File: src/rtl/logic16_pipe_unit.sv
// logic16_pipe_unit
//
// Registered bitwise logic unit with a single output pipeline stage,
// a valid/ready handshake on both sides, and a wrapping transaction counter.
// This unit replaces the old combinational 16-bit AND gate in the Hack-style datapath.
//
// Parameters:
//   WIDTH  operand/result width in bits (>=1)
//   CNT_W  transaction counter width in bits (>=1)
//
// Ports:
//   clk        rising-edge clock
//   rst_n      asynchronous reset, active-low
//   in_valid   operands/op valid
//   in_ready   unit can accept this cycle (combinational)
//   op         0 AND, 1 OR, 2 XOR, 3 NAND, 4 NOR, 5 XNOR, 6 NOT a, 7 ACC_AND
//   a, b       operands
//   acc_clr    return the accumulator to all-ones
//   out_valid  result register holds valid data
//   out_ready  consumer accepts the result
//   result     registered result
//   txn_count  count of accepted transactions, wraps
//   zr, ng     result==0 / result MSB (tied to 0 unless LOGIC_FLAGS_EN)
//
// Optional build macro: LOGIC_FLAGS_EN
//   When defined, zr/ng are registered alongside the result.
//   When undefined, zr/ng are constant 0 and no flag registers exist.

module logic16_pipe_unit #(
    parameter int WIDTH = 16,
    parameter int CNT_W = 8
) (
    input  logic             clk,
    input  logic             rst_n,
    input  logic             in_valid,
    output logic             in_ready,
    input  logic [2:0]       op,
    input  logic [WIDTH-1:0] a,
    input  logic [WIDTH-1:0] b,
    input  logic             acc_clr,
    output logic             out_valid,
    input  logic             out_ready,
    output logic [WIDTH-1:0] result,
    output logic [CNT_W-1:0] txn_count,
    output logic             zr,
    output logic             ng
);

    typedef enum logic [2:0] {
        OP_AND   = 3'd0,
        OP_OR    = 3'd1,
        OP_XOR   = 3'd2,
        OP_NAND  = 3'd3,
        OP_NOR   = 3'd4,
        OP_XNOR  = 3'd5,
        OP_NOTA  = 3'd6,
        OP_ACC   = 3'd7
    } op_t;

    logic             accept;
    logic [WIDTH-1:0] acc;
    logic [WIDTH-1:0] acc_base;
    logic [WIDTH-1:0] acc_next;
    logic [WIDTH-1:0] result_next;

    // The register can take new data when it is empty or is being drained now.
    assign in_ready = ~out_valid | out_ready;
    assign accept   = in_valid & in_ready;

    // A clear in the same cycle as an accumulate applies first, so the
    // accumulate then starts from all-ones and yields plain a.
    assign acc_base = acc_clr ? {WIDTH{1'b1}} : acc;
    assign acc_next = acc_base & a;

    always_comb begin
        result_next = '0;
        case (op_t'(op))
            OP_AND:  result_next = a & b;
            OP_OR:   result_next = a | b;
            OP_XOR:  result_next = a ^ b;
            OP_NAND: result_next = ~(a & b);
            OP_NOR:  result_next = ~(a | b);
            OP_XNOR: result_next = ~(a ^ b);
            OP_NOTA: result_next = ~a;
            OP_ACC:  result_next = acc_next;
            default: result_next = '0;
        endcase
    end

    // The output stage loads on accept, otherwise it empties once drained.
    // While stalled, nothing is loaded, so the result stays stable.
    always_ff @(posedge clk or negedge rst_n) begin
        if (!rst_n) begin
            out_valid <= 1'b0;
            result    <= '0;
            txn_count <= '0;
        end else begin
            if (accept) begin
                out_valid <= 1'b1;
                result    <= result_next;
                txn_count <= txn_count + {{(CNT_W-1){1'b0}}, 1'b1};
            end else if (out_ready) begin
                out_valid <= 1'b0;
            end
        end
    end

    // The accumulator moves only on an accepted ACC_AND, or on a standalone clear.
    // A clear still takes effect while the output stage is stalled.
    always_ff @(posedge clk or negedge rst_n) begin
        if (!rst_n) begin
            acc <= {WIDTH{1'b1}};
        end else if (accept && (op_t'(op) == OP_ACC)) begin
            acc <= acc_next;
        end else if (acc_clr) begin
            acc <= {WIDTH{1'b1}};
        end
    end

`ifdef LOGIC_FLAGS_EN
    // The flags follow the same load and hold rules as the result register.
    always_ff @(posedge clk or negedge rst_n) begin
        if (!rst_n) begin
            zr <= 1'b0;
            ng <= 1'b0;
        end else if (accept) begin
            zr <= (result_next == '0);
            ng <= result_next[WIDTH-1];
        end
    end
`else
    assign zr = 1'b0;
    assign ng = 1'b0;
`endif

endmodule

File: config.mk
export PLATFORM = sky130hd
export DESIGN_NAME = logic16_pipe_unit
export DESIGN_NICKNAME = d
export VERILOG_FILES = /design/src/rtl/logic16_pipe_unit.sv
export SDC_FILE = /design/constraint.sdc
export NUM_CORES = 1
export LEC_CHECK = 0
export ABC_AREA = 1
export CAP_MARGIN = 20
export CORE_ASPECT_RATIO = 1.4
export CORE_UTILIZATION = 40
export CTS_CLUSTER_DIAMETER = 60
export DETAILED_ROUTE_END_ITERATION = 6
export SLEW_MARGIN = 20
export SYNTH_ARGS = -nofsm -noshare
export SYNTH_HDL_FRONTEND = slang
export SYNTH_SLANG_ARGS = --single-unit
File: constraint.sdc
create_clock -name clk -period 1.34 [get_ports clk]
set_clock_uncertainty 0.05 [all_clocks]
set_input_delay 0.268 -clock clk [delete_from_list [all_inputs] [get_ports clk]]
set_output_delay 0.268 -clock clk [all_outputs]
set_load 0.02 [all_outputs]
# After elaboration in Yosys (flattened, before gate mapping)
# Cells that the tools add are included.
# op_classes
addsub	1
eq_ne	7
muxes	5
bitwise	11
reduce_logical	3
# ops
operator	count
$pmux W16 S8	1
$not A16 Y16	4
$and A16 B16 Y16	2
$mux W16	2
$or A16 B16 Y16	1
$xor A16 B16 Y16	1
$eq A3 B3 Y1 const B	4
$add A8 B1 Y8 const B	1
$eq A3 B2 Y1 const B	2
$eq A3 B1 Y1 const B	1
$logic_not A3 Y1	1
$mux W1	2
$reduce_bool A2 Y1	1
$and A1 B1 Y1	1
$logic_and A1 B1 Y1	1
$not A1 Y1	1
$or A1 B1 Y1	1
# totals
regBits	41
in_bits	40

# Longest topological paths before layout
# depth
depth_word	5
ltp_mapped	10
mapped_depth_nobuf	9

# Least setup slack after synthesis
# Ideal clock, no wire load.
# synth_path
path_type	reg2reg
from	register out_valid
to	register txn_count[6]
setup_ns	0.117
t_arrival_ns	1.391
required_ns	1.173
path_slack_ns	-0.218
path_stages_with_launch	9
synth_period_minus_slack_ns	1.558
path_cell_list	dfrtp_1 -> nand2_1 -> nand2_1 -> inv_2 -> nand2_1 -> nor2_1 -> nand2_1 -> nand2_1 -> nand2_1
# synth_via
elab_chain_len	3
# synth_lines
item	line	text
from (decl)	41	output logic out_valid,
from (signal assigned)	94	out_valid <= 1'b0;
from (signal assigned)	99	out_valid <= 1'b1;
from (signal assigned)	103	out_valid <= 1'b0;
$not A1 Y1	67	assign in_ready = ~out_valid | out_ready;
$or A1 B1 Y1	67	
named net in_ready	36	output logic in_ready,
$and A1 B1 Y1	68	assign accept = in_valid & in_ready;
to (signal assigned)	101	txn_count <= txn_count + {{(CNT_W-1){1'b0}}, 1'b1};
to (decl)	44	output logic [CNT_W-1:0] txn_count,
# The timed path passes the listed nets, and every way through them passes these cells.
# A chain may end at the register's enable or synchronous reset.

# Final worst setup path
# layout_path
from	register result[14]
to	output result[14]
# layout_lines
item	line	text
from (decl)	43	output logic [WIDTH-1:0] result,
from (signal assigned)	100	result <= result_next;
# No word-level cell between the ends.

==> results.py <==
metrics = {
    "run_status": {
        "status": "finished clean",
    },
    "place": {
        "dpl.hpwl_um": 7750,
        "gp_congestion": 0.862,
        "post-place-ws_ps": -662,
        "port-buffer-count": 65,
    },
    "setup_path": {
        "worstPathArrival_ps": 1000,
        "cp_slowest_cell": "dfrtp_1",
        "critPathTopFamily": "flip-flops",
        "start_kind": "register",
        "worstPathMaxFanout": 2,
        "crit_path_max_incr_delay_ps": 380,
        "crit_path_end_kind": "output port",
        "crit_type": "register to output port",
        "cp_num_buf_inv": 1,
        "crit_chain": "dlygate4sd2_1",
        "crit_required_ps": 1020,
    },
    "die": {
        "coreArea_um2": 8980,
        "dieWidth_um": 83.3,
        "initial_core_util": 0.412,
        "die_h_um": 116,
        "ios": 68,
        "die_area_um2": 9640,
        "num_rows": 41,
    },
    "route": {
        "viasPerCell": 5.02,
        "first_iter_violations": 232,
        "wire_per_inst_um": 13.7,
        "drt_first_pass_iters": 4,
        "num_vias": 4105,
        "ant_nets": 0,
        "drcViolationCount": 0,
        "routed_wl_um": 11200,
    },
    "timing": {
        "timing.hold.ws_ps": 313,
        "maxClockFrequency_mhz": 761,
        "period_needed_ps": 1310,
        "period_share": 0.981,
        "setup_violations": 0,
        "fin_ws_ps": 25.7,
        "rsz0062_at_grt": "true",
        "drv_slew": 0,
        "hold_violations": 0,
    },
    "global_route": {
        "grt_pass1_vias": 4113,
        "grt_first_pass_wirelength_um": 19200,
        "grt_max_degree": 42,
        "track_usage": 0.246,
        "grt_antenna_before_repair": 0,
        "grt_overflow": 0,
    },
    "cts": {
        "cts_buffers": 5,
        "clock-root-buffer": "clkbuf_16",
        "cts-htree-levels": 2,
        "cts.sinks": 41,
        "clock_latency_ps": 290,
        "ctsLongestPathBuffers": 2,
        "clk_pin_slew_ps": 70,
        "tritoncts": "built",
    },
    "logic_synthesis": {
        "ys_types": 26,
        "yosys_register_bits": 41,
        "synth_area_um2": 3700,
        "syn_area_per_cell_um2": 6.30,
        "yosysSeqAreaShare": 0.283,
        "yosysWarnings": 0,
        "postSynthCellCount": 587,
    },
    "cells_and_area": {
        "final_nets": 783,
        "final_common_cell": "nand2_1",
        "final_cell_mix": "177 x nand2_1, 66 x inv_1, 63 x nor2_1",
        "antenna_cells": 0,
        "areaGrowthSynthToFinish_pct": 44.6,
        "layout-drive-gt1-share": 0.257,
        "utilization": 0.596,
    },
    "power_and_ir_drop": {
        "vdd_ir_drop_max_uv": 935,
        "cellLeakagePower_nw": 3.04,
        "power_density_nw_per_um2": 906,
    },
    "min_path": {
        "hp-class": "input pin to register",
    },
    "flow_run": {
        "cap_violations": 0,
    },
}
## sequential cells by signal, indices dropped and copies added (netlist names)
register,count
out_valid,1
txn_count,8
result,16
acc,16
## cells by family (layout without fill, tap and decap cells)
| logic type | after synthesis | after routing | share of synthesized area |
|---|---|---|---|
| AO/OA/AOI/OAI | 32 | 32 | 0.0433 |
| XOR/XNOR | 5 | 5 | 0.0118 |
| adder cells (fa/ha/maj) | 33 | 33 | 0.112 |
| buffers and inverters | 138 | 261 | 0.151 |
| flip-flops | 41 | 41 | 0.283 |
| other | 1 | 2 | 0.00101 |
| AND/OR/NAND/NOR | 337 | 337 | 0.399 |
## timing repair
item | in CTS | in global routing
gates cloned | 1 | 1
hold buffers | 1 | 0
pin swaps | 16 | 6
resized for setup | 113 | 33
hold endpoints to repair | 25 | 0
buffers inserted | 5 | 1
endpoints found under the setup margin | 61 | 41
## metal layers
metal,track usage,vias up,share of wire
met2,0.445,100,0.52
met4,0.0885,0,0.019
met3,0.0278,20,0.034
met5,0,-,0
li1,-,2057,-
met1,0.304,1928,0.43
## final cells by class
cell class              count  area, µm²
multi-input cells         409       2300
well taps                 107        134
repair inverters            1       7.51
inverters                 105        400
clock buffers               6        129
flip-flops and latches     41       1050
fillers                   862       3630
repair buffers            147       1330
clock inverters             2       10.0
## cells in the mapped netlist
cell | count | area share
nand2_1 | 179 | 0.18
inv_1 | 87 | 0.088
nor2_1 | 66 | 0.067
nand4_1 | 43 | 0.073
nand3_1 | 40 | 0.054
ha_1 | 33 | 0.11
dfrtp_1 | 25 | 0.17
inv_2 | 18 | 0.018
a21oi_1 | 16 | 0.022
dfstp_2 | 16 | 0.11
o21ai_0 | 16 | 0.022
buf_2 | 13 | 0.018
clkbuf_1 | 12 | 0.012
buf_4 | 6 | 0.012
nor2_4 | 3 | 0.0091
xor2_1 | 3 | 0.0071
xnor2_1 | 2 | 0.0047
buf_1 | 1 | 0.0010
clkbuf_2 | 1 | 0.0014
conb_1 | 1 | 0.0010
nand2_2 | 1 | 0.0017
nand2_4 | 1 | 0.0030
nand3b_1 | 1 | 0.0020
nor2_2 | 1 | 0.0017
nor3_1 | 1 | 0.0014
nor3_4 | 1 | 0.0044
## stage by stage
step | std cells | instance area, µm² | total power [mW] | setup TNS (ps)
floorplan | 588 | 3710 | 2.66 | 0
global placement | 802 | 4980 | 3.68 | -19010
detailed placement | 802 | 4980 | 3.72 | -19620
CTS | 817 | 5310 | 4.87 | 0
global route | 818 | 5350 | 5.18 | -30.5
finish | 818 | 5350 | 4.85 | 0
## report_power, final
part / internal (mW) / leakage, nW / switching [mW]
sequential: 1.47 / 0.476 / 0.111
clock: 0.686 / 0.0706 / 0.519
combinational: 0.890 / 2.49 / 1.18
## worst paths after layout
check	start	endpoint	slack, ps	depth (start not counted)
worst max register to register	out_valid$_DFFE_PN0P_	acc[6]$_DFF_PN1_	30	7
worst min-delay path	a[5]	acc[5]$_DFF_PN1_	310	4
min in group asynchronous	rst_n	result[14]$_DFFE_PN0P_	420	3
max in group asynchronous	rst_n	acc[9]$_DFF_PN1_	530	3
worst min register to register	result[6]$_DFFE_PN0P_	result[6]$_DFFE_PN0P_	420	2
worst max-delay path	result[14]$_DFFE_PN0P_	result[14]	30	1
(Power assumes the default switching activity.)
